`src/rtl/combination_lock_param_if.sv`:
```
// Keypad/status bundle between a lock controller and its keypad front end.
// master drives digits and commands; slave (the lock) returns status.
interface combination_lock_param_if #(
    parameter int DIGIT_W    = 4,
    parameter int NUM_DIGITS = 4,
    parameter int MAX_TRIES  = 3
);
    localparam int DC_W = $clog2(NUM_DIGITS + 1);
    localparam int FC_W = $clog2(MAX_TRIES + 1);

    logic               Enter;
    logic [DIGIT_W-1:0] Digit;
    logic               Relock;
    logic               Prog;
    logic [1:0]         State;
    logic               Unlocked;
    logic               Lockout;
    logic               Alarm;
    logic [DC_W-1:0]    DigitCount;
    logic [FC_W-1:0]    FailCount;

    modport master (
        output Enter, Digit, Relock, Prog,
        input  State, Unlocked, Lockout, Alarm,
        input  DigitCount, FailCount
    );

    modport slave (
        input  Enter, Digit, Relock, Prog,
        output State, Unlocked, Lockout, Alarm,
        output DigitCount, FailCount
    );
endinterface

```
`src/rtl/combination_lock_param.sv`:
```
// Reprogrammable N-digit combination lock with failure lockout.
// Define COMBO_LOCK_TIMEOUT_EN to abandon idle partial entries.
module combination_lock_param #(
    parameter int                              DIGIT_W        = 4,
    parameter int                              NUM_DIGITS     = 4,
    parameter logic [NUM_DIGITS*DIGIT_W-1:0]   DEFAULT_CODE   = 16'h197D,
    parameter int                              MAX_TRIES      = 3,
    parameter int                              LOCKOUT_CYCLES = 16,
    parameter int                              ENTRY_TIMEOUT  = 64
) (
    input logic                    Clk,
    input logic                    Reset_n,
    combination_lock_param_if.slave bus
);
    localparam int CODE_W = NUM_DIGITS * DIGIT_W;
    localparam int DC_W   = $clog2(NUM_DIGITS + 1);
    localparam int FC_W   = $clog2(MAX_TRIES + 1);
    localparam int TM_W   = $clog2(LOCKOUT_CYCLES + 1);

    localparam logic [DC_W-1:0] LAST     = DC_W'(NUM_DIGITS - 1);
    localparam logic [FC_W-1:0] TRIES    = FC_W'(MAX_TRIES);
    localparam logic [FC_W-1:0] TRIES_M1 = FC_W'(MAX_TRIES - 1);
    localparam logic [TM_W-1:0] LOAD     = TM_W'(LOCKOUT_CYCLES);

    if (NUM_DIGITS < 2 || MAX_TRIES < 1 ||
        LOCKOUT_CYCLES < 1 || ENTRY_TIMEOUT < 1) begin : g_param_err
        $error("combination_lock_param: illegal parameters");
    end

    typedef enum logic [1:0] {
        ENTRY   = 2'b00,
        OPEN    = 2'b01,
        PROG    = 2'b10,
        LOCKOUT = 2'b11
    } state_t;

    state_t            state_q;
    logic [CODE_W-1:0] code_q;
    logic [CODE_W-1:0] shadow_q;
    logic [CODE_W-1:0] shadow_nxt;
    logic [DC_W-1:0]   dcnt_q;
    logic [FC_W-1:0]   fcnt_q;
    logic [TM_W-1:0]   timer_q;
    logic              miss_q;
    logic              unlocked_q;
    logic              lockout_q;
    logic              alarm_q;
    logic [DIGIT_W-1:0] want;
    logic              miss_all;
    logic              last;
    logic              idle_hit;

    assign want     = code_q[int'(dcnt_q)*DIGIT_W +: DIGIT_W];
    assign miss_all = miss_q | (bus.Digit != want);
    assign last     = (dcnt_q == LAST);

    always_comb begin
        shadow_nxt = shadow_q;
        shadow_nxt[int'(dcnt_q)*DIGIT_W +: DIGIT_W] = bus.Digit;
    end

`ifdef COMBO_LOCK_TIMEOUT_EN
    localparam int IDLE_W = $clog2(ENTRY_TIMEOUT + 1);
    localparam logic [IDLE_W-1:0] IDLE_LAST = IDLE_W'(ENTRY_TIMEOUT - 1);

    logic [IDLE_W-1:0] idle_q;
    logic              armed;

    // Armed only while a partial sequence is pending.
    assign armed = ((state_q == ENTRY) && (dcnt_q != '0)) ||
                   (state_q == PROG);
    assign idle_hit = armed && !bus.Enter && (idle_q == IDLE_LAST);

    always_ff @(posedge Clk) begin
        if (!Reset_n || !armed || bus.Enter) begin
            idle_q <= '0;
        end else if (idle_q != IDLE_LAST) begin
            idle_q <= idle_q + 1'b1;
        end
    end
`else
    assign idle_hit = 1'b0;
`endif

    always_ff @(posedge Clk) begin
        if (!Reset_n) begin
            state_q    <= ENTRY;
            code_q     <= DEFAULT_CODE;
            shadow_q   <= DEFAULT_CODE;
            dcnt_q     <= '0;
            fcnt_q     <= '0;
            timer_q    <= '0;
            miss_q     <= 1'b0;
            unlocked_q <= 1'b0;
            lockout_q  <= 1'b0;
            alarm_q    <= 1'b0;
        end else begin
            alarm_q <= 1'b0;
            unique case (state_q)
                ENTRY: begin
                    if (bus.Enter && last) begin
                        dcnt_q <= '0;
                        miss_q <= 1'b0;
                        if (!miss_all) begin
                            state_q    <= OPEN;
                            unlocked_q <= 1'b1;
                            fcnt_q     <= '0;
                        end else if (fcnt_q == TRIES_M1) begin
                            state_q   <= LOCKOUT;
                            lockout_q <= 1'b1;
                            alarm_q   <= 1'b1;
                            timer_q   <= LOAD;
                            fcnt_q    <= TRIES;
                        end else begin
                            fcnt_q <= fcnt_q + 1'b1;
                        end
                    end else if (bus.Enter) begin
                        dcnt_q <= dcnt_q + 1'b1;
                        miss_q <= miss_all;
                    end else if (idle_hit) begin
                        dcnt_q <= '0;
                        miss_q <= 1'b0;
                    end
                end
                OPEN: begin
                    if (bus.Relock) begin
                        state_q    <= ENTRY;
                        unlocked_q <= 1'b0;
                    end else if (bus.Prog) begin
                        state_q    <= PROG;
                        unlocked_q <= 1'b0;
                        dcnt_q     <= '0;
                    end
                end
                PROG: begin
                    if (bus.Relock || idle_hit) begin
                        state_q <= ENTRY;
                        dcnt_q  <= '0;
                    end else if (bus.Enter) begin
                        shadow_q <= shadow_nxt;
                        if (last) begin
                            // Commit the whole code in one update.
                            code_q  <= shadow_nxt;
                            state_q <= ENTRY;
                            dcnt_q  <= '0;
                        end else begin
                            dcnt_q <= dcnt_q + 1'b1;
                        end
                    end
                end
                LOCKOUT: begin
                    if (timer_q <= TM_W'(1)) begin
                        state_q   <= ENTRY;
                        lockout_q <= 1'b0;
                        fcnt_q    <= '0;
                        timer_q   <= '0;
                    end else begin
                        timer_q <= timer_q - 1'b1;
                    end
                end
            endcase
        end
    end

    assign bus.State      = state_q;
    assign bus.Unlocked   = unlocked_q;
    assign bus.Lockout    = lockout_q;
    assign bus.Alarm      = alarm_q;
    assign bus.DigitCount = dcnt_q;
    assign bus.FailCount  = fcnt_q;
endmodule

```
`src/flat_wrapper.sv`:
```
// flat-port wrapper written by rule: the top's interface ports become plain ports
module combination_lock_param_flat 
#(
    parameter int                              DIGIT_W        = 4,
    parameter int                              NUM_DIGITS     = 4,
    parameter logic [NUM_DIGITS*DIGIT_W-1:0]   DEFAULT_CODE   = 16'h197D,
    parameter int                              MAX_TRIES      = 3,
    parameter int                              LOCKOUT_CYCLES = 16,
    parameter int                              ENTRY_TIMEOUT  = 64
)
  (Clk, Reset_n, bus_Enter, bus_Digit, bus_Relock, bus_Prog, bus_State, bus_Unlocked, bus_Lockout, bus_Alarm, bus_DigitCount, bus_FailCount);
  combination_lock_param_if #(.DIGIT_W(DIGIT_W), .NUM_DIGITS(NUM_DIGITS), .MAX_TRIES(MAX_TRIES)) bus_i ();
  input logic Clk;
  input logic Reset_n;
  input wire logic [$bits(bus_i.Enter)-1:0] bus_Enter;
  input wire logic [$bits(bus_i.Digit)-1:0] bus_Digit;
  input wire logic [$bits(bus_i.Relock)-1:0] bus_Relock;
  input wire logic [$bits(bus_i.Prog)-1:0] bus_Prog;
  output wire logic [$bits(bus_i.State)-1:0] bus_State;
  output wire logic [$bits(bus_i.Unlocked)-1:0] bus_Unlocked;
  output wire logic [$bits(bus_i.Lockout)-1:0] bus_Lockout;
  output wire logic [$bits(bus_i.Alarm)-1:0] bus_Alarm;
  output wire logic [$bits(bus_i.DigitCount)-1:0] bus_DigitCount;
  output wire logic [$bits(bus_i.FailCount)-1:0] bus_FailCount;
  assign bus_i.Enter = bus_Enter;
  assign bus_i.Digit = bus_Digit;
  assign bus_i.Relock = bus_Relock;
  assign bus_i.Prog = bus_Prog;
  assign bus_State = bus_i.State;
  assign bus_Unlocked = bus_i.Unlocked;
  assign bus_Lockout = bus_i.Lockout;
  assign bus_Alarm = bus_i.Alarm;
  assign bus_DigitCount = bus_i.DigitCount;
  assign bus_FailCount = bus_i.FailCount;
  combination_lock_param #(.DIGIT_W(DIGIT_W), .NUM_DIGITS(NUM_DIGITS), .DEFAULT_CODE(DEFAULT_CODE), .MAX_TRIES(MAX_TRIES), .LOCKOUT_CYCLES(LOCKOUT_CYCLES), .ENTRY_TIMEOUT(ENTRY_TIMEOUT)) u_core (.Clk(Clk), .Reset_n(Reset_n), .bus(bus_i));
endmodule
```
`config.mk`:
```
export PLATFORM = sky130hd
export DESIGN_NAME = combination_lock_param_flat
export DESIGN_NICKNAME = d
export VERILOG_FILES = /design/src/rtl/combination_lock_param_if.sv /design/src/rtl/combination_lock_param.sv /design/src/flat_wrapper.sv
export SDC_FILE = /design/constraint.sdc
export NUM_CORES = 1
export LEC_CHECK = 0
export ABC_AREA = 1
export BUFFER_PORTS_ARGS = -buffer_cell sky130_fd_sc_hd__buf_4
export CAP_MARGIN = 20
export CORE_MARGIN = 1.5
export CORE_UTILIZATION = 64
export CTS_BUF_LIST = sky130_fd_sc_hd__clkbuf_4 sky130_fd_sc_hd__clkbuf_8 sky130_fd_sc_hd__clkbuf_16
export DETAILED_ROUTE_END_ITERATION = 7
export PLACE_DENSITY = 0.84
export SKIP_CTS_REPAIR_TIMING = 1
export SKIP_LAST_GASP = 1
export SLEW_MARGIN = 40
export SYNTH_ARGS = -nofsm -noshare
export SYNTH_HDL_FRONTEND = slang
export SYNTH_SLANG_ARGS = --single-unit
```
`constraint.sdc`:
```
create_clock -name Clk -period 5.41 [get_ports Clk]
set_input_delay 1.082 -clock Clk [delete_from_list [all_inputs] [get_ports Clk]]
set_output_delay 1.082 -clock Clk [all_outputs]
set_load 0.05 [all_outputs]
```
# After elaboration in Yosys (flattened, before gate mapping)
# Index checks and enable logic that the tools add are counted.
# Widths: inputs -> output; s select.
[totals]
wordCells = 95
inputBits = 9
reg_bits = 48
output_inout_bits = 10
[classes]
n_eq_ne = 18
addsub = 4
mux = 41
reduce_logical = 16
bitwise_logic = 2
n_shift = 3
order_cmp = 1
[op_table]
columns = ["operator", "count"]
rows = [
  ["$neg 5->33", 1],
  ["$shift 4x33->16 const A", 1],
  ["$shiftx 4x33->16", 1],
  ["$mux 2", 12],
  ["$mux 3", 7],
  ["$mux 5", 4],
  ["$bwmux 16", 1],
  ["$reduce_and 4->1", 4],
  ["$shiftx 16x6->4", 1],
  ["$mux 1", 11],
  ["$pmux 5 s2", 1],
  ["$reduce_and 5->1", 2],
  ["$ne 3x3->1 const B", 3],
  ["$pmux 3 s3", 1],
  ["$ne 2x1->1 const B", 4],
  ["$pmux 2 s4", 1],
  ["$eq 2x2->1 const B", 3],
  ["$ne 2x2->1 const B", 3],
  ["$ne 3x2->1 const B", 2],
  ["$reduce_and 3->1", 2],
  ["$reduce_and 6->1", 1],
  ["$reduce_bool 2->1", 3],
  ["$le 5x1->1 const B", 1],
  ["$sub 5x1->5 const B", 1],
  ["13 further kinds", 14],
]

# Depth between registers and ports, before layout
[depth]
depth_word = 6
ltp_mapped = 16
ltp_nobuf = 14

# Worst setup path after synthesis
# No wires, ideal clock.
[synth_timing]
path_type = "flip-flop to flip-flop"
start = "register u_core.dcnt_q[0] (netlist: u_core.bus.DigitCount[0])"
end = "register u_core.code_q[2]"
path_slack_ns = 2.936
path_stages_with_launch = 13
path_buffers = 2
setup_time_ns = 0.082
arrival_time_ns = 2.391
required_time_ns = 5.328
synth_period_minus_slack_ns = 2.474
cell_sequence = "dfxtp_1 > buf_6 > inv_4 > buf_6 > ha_1 > ha_1 > nor2_1 > nand3_1 > nor3_2 > o21ai_0 > a21oi_1 > inv_1 > o221ai_1"
[synth_via]
elab_chain_len = 3
elab_cells_between_ends = 6
classes_between = "add/sub (1); eq/ne (1); shift (2); mux (1); reduce/logical (1)"
[synth_lines]
columns = ["item", "line", "source"]
rows = [
  ["start, declared", "combination_lock_param.sv:41", "logic [DC_W-1:0] dcnt_q;"],
  ["start signal, assigned", "combination_lock_param.sv:118", "dcnt_q <= dcnt_q + 1'b1;"],
  ["start signal, assigned", "combination_lock_param.sv:147", "dcnt_q <= dcnt_q + 1'b1;"],
  ["$neg 5->33", "combination_lock_param.sv:59", "shadow_nxt[int'(dcnt_q)*DIGIT_W +: DIGIT_W] = bus.Digit;"],
  ["$shiftx 4x33->16 / $shift 4x33->16 (equally long branches)", "combination_lock_param.sv:59", ""],
  ["$bwmux 16", "combination_lock_param.sv:59", ""],
  ["end signal, assigned", "combination_lock_param.sv:143", "code_q <= shadow_nxt;"],
  ["end, declared", "combination_lock_param.sv:38", "logic [CODE_W-1:0] code_q;"],
]
# Parallel ways exist; a longest one is shown, timed or not.
# A chain may end at the register's enable or synchronous reset.

# Worst setup path after layout
[layout_timing]
start = "register u_core.dcnt_q[0] (netlist: u_core.bus.DigitCount[0])"
end = "register u_core.timer_q[1]"
[layout_via]
elab_chain_len = 5
elab_cells_between_ends = 8
classes_between = "eq/ne (4); shift (1); bitwise (1); reduce/logical (2)"
[layout_lines]
columns = ["item", "line", "source"]
rows = [
  ["$shiftx 16x6->4", "combination_lock_param.sv:53", "assign want = code_q[int'(dcnt_q)*DIGIT_W +: DIGIT_W];"],
  ["$ne 4x4->1", "combination_lock_param.sv:54", "assign miss_all = miss_q | (bus.Digit != want);"],
  ["$or 1x1->1", "combination_lock_param.sv:54", ""],
  ["$ne 2x1->1 (no line)", "n/a", ""],
  ["$reduce_and 4->1 (no line) (*)", "n/a", ""],
  ["end signal, assigned", "combination_lock_param.sv:158", "timer_q <= timer_q - 1'b1;"],
  ["end, declared", "combination_lock_param.sv:43", "logic [TM_W-1:0] timer_q;"],
]
# Every way passes the cells marked *; elsewhere a longest branch is shown, timed or not.

==> impl_metrics.ini <==
[outcome]
outcome = completed

[layout]
drive_gt1_frac = 0.0955
syn_to_final_growth_pct = 9.93
n_antenna_cell = 0
post-route-util = 0.732
nets = 439

[yosys]
synth_area_leader_cell = dfxtp_1
ys_warn_count = 0
synthesis.area_mm2 = 0.00268
synth.distinct_cells = 29
netlist.area_leader.share = 0.358
synth.area.top_cells = dfxtp_1 36%, nand2_1 15%, a21oi_1 9.0%, inv_1 7.7%, ha_1 5.6%
avgSynthCellArea_um2 = 6.64
synth_top_family_by_area = simple AND/OR/NAND/NOR gates
synth-simple-area-share = 0.299
synth_compound_area_frac = 0.166
ys_seq_elements = 48
ys_seq_area_frac = 0.358
dominantRegCellSynth = dfxtp_1
synth_xor_area_frac = 0.00653
async_flop_share = 0
synthCells = 404
synth_nets = 425
synth_common_cells = 107 x nand2_1, 55 x inv_1, 48 x a21oi_1, 48 x dfxtp_1, 35 x nor2_1
synthMuxAreaShare = 0
yosysMostFrequentCell = nand2_1
synthAdderAreaFrac = 0.0559
synth_edf_count = 0

[setup_path]
worst_setup_path_end_kind = flop
regToRegStartpoint = u_core.bus.DigitCount[0]
critPathLaunch = u_core.bus.DigitCount[0]
timing.rr.end = u_core.timer_q[1]
cp.arrival_ns = 3.27
reg2regPathDepth = 11
cp-endpoint = u_core.timer_q[1]
critPathMaxFanout = 19
crit_path_start_kind = flop
required_ns = 5.66
r2r_slack_ns = 2.39
path_class = reg -> reg

[grt]
grtUsageTotal = 0.306
grt_max_degree = 28
antenna_found_initial = 0
overflow = 0
grt_pass1_vias = 2328
grt_pass1_wl_mm = 10.4

[power_and_ir_drop]
p_total_mw = 0.761
p_leak_nw = 1.36
ir_worst_vdd_mv = 0.215
p_per_area_mw_per_mm2 = 258

[route]
drt_iter0_markers = 377
dr.pass1.iters = 6
remaining_drc_errors = 0
antenna_left = 0
post_drt_wl_per_cell_um = 13.8
vias = 2617
post_drt_via_cell_ratio = 5.58
wirelength_mm = 6.49

[floorplan]
core_mm2 = 0.00403
ios = 19
chipWidth_um = 67.8
die_h_um = 67.8
row_count = 23
start_util = 0.666
dieArea_mm2 = 0.00459

[worst_hold_path]
min_path_type = reg -> reg

[flow_run]
max_cap_viol_count = 0

[placement]
gp_congestion = 0.866
dpl.hpwl_mm = 4.52
io_buffers = 18

[clock_network]
root_buffer = clkbuf_8
cts_num_sinks = 48
path_clk_slew_ns = 0.09
cts_max_path_buffers = 2
cts_tree = yes
h-tree-depth = 2
clk_latency_ns = 0.31
cts_buffers = 5

[timing]
fin_crit_sh = 0.559
worst_clock_skew_ns = 0.00703
fin_setup_tns_ns = 0
hold_viol = 0
fmax_ghz = 0.331
setup_viol = 0
slew_violations = 0
hold_ws_ns = 0.469
rsz0062_at_grt = no
min_period_ns = 3.02
worst_slew_pin_slew_ns = 0.741
relSlewSlack = 0.505
==> cells by family after synthesis <==
kind of cell,Yosys count
AO/OA/AOI/OAI,83
XOR/XNOR,2
adder cells (fa/ha/maj),12
buffers and inverters,75
flip-flops,48
AND/OR/NAND/NOR,184
==> per-layer routing <==
| metal | wire length (um) | global-route usage | vias to the layer above |
|---|---|---|---|
| li1 | - | - | 1317 |
| met5 | 0 | 0 | - |
| met3 | 478 | 0.0750 | 20 |
| met1 | 2890 | 0.399 | 1193 |
| met4 | 163 | 0.138 | 0 |
| met2 | 2960 | 0.474 | 87 |
==> stage by stage <==
step	cells	cell area [um^2]	setup slack, ns
4_1_cts	469	2950	2.45
3_5_place_dp	461	2820	2.51
6_report	469	2950	2.39
3_3_place_gp	461	2820	2.68
2_1_floorplan	404	2680	2.94
5_1_grt	469	2950	2.09
==> cell usage in the layout (no fill, tap or decap), drive strengths merged <==
cell type,Yosys,final
nand4,7,7
xor2,2,2
nand3,24,24
dfxtp,48,48
o211ai,3,3
a21oi,48,48
o221ai,3,3
nor2,37,37
clkbuf,9,7
nand2,111,111
clkinv,5,5
o21ai,24,24
a31oi,1,1
inv,57,57
nor3,5,5
ha,12,12
bufinv,0,1
a211oi,2,2
o21bai,1,1
buf,4,20
a21o,1,1
==> power breakdown <==
part | internal [mW] | switching [mW] | total [mW]
sequential | 0.357 | 0.00864 | 0.366
combinational | 0.0347 | 0.0766 | 0.111
clock | 0.163 | 0.122 | 0.285
==> flip-flops by register name, summed over array words and instances, names as in the netlist, 2 cells and up <==
| register | cells |
|---|---|
| u_core.code_q | 16 |
| u_core.shadow_q | 16 |
| u_core.timer_q | 5 |
| u_core.bus.DigitCount | 3 |
| u_core.bus.FailCount | 2 |
| u_core.bus.State | 2 |
==> layout make-up <==
type / count / area, um^2
timing repair buffer: 20 / 150
sequential: 48 / 961
inverter: 62 / 235
clock buffer: 7 / 96.3
clock inverter: 1 / 30.0
tap: 50 / 62.6
fill: 329 / 1080
multi-input combinational: 281 / 1420
==> worst max-delay path, cell delays in order, from the launching register on <==
cell and delay, ns:
dfxtp_1 0.78, ha_1 0.30, inv_1 0.05, nor2_1 0.54, nand2_1 0.23, nand2_1 0.15, inv_1 0.06, a21oi_1 0.40
nand3_2 0.19, nand2_1 0.10, clkinv_1 0.05, nor2_1 0.11
==> how the worst min path moves through the flow <==
stage	start	endpoint	slack [ns]	depth (start not counted)
final	u_core.shadow_q[3]	u_core.shadow_q[3]	0.47	2
after global routing	u_core.shadow_q[7]	u_core.shadow_q[7]	0.49	2
after CTS	u_core.shadow_q[5]	u_core.shadow_q[5]	0.47	2
after detailed placement	u_core.shadow_q[5]	u_core.shadow_q[5]	0.45	2
after global placement	u_core.shadow_q[11]	u_core.shadow_q[11]	0.44	2
after floorplan	u_core.shadow_q[11]	u_core.shadow_q[11]	0.43	2
Note: power is estimated with default switching activity, not from simulation.
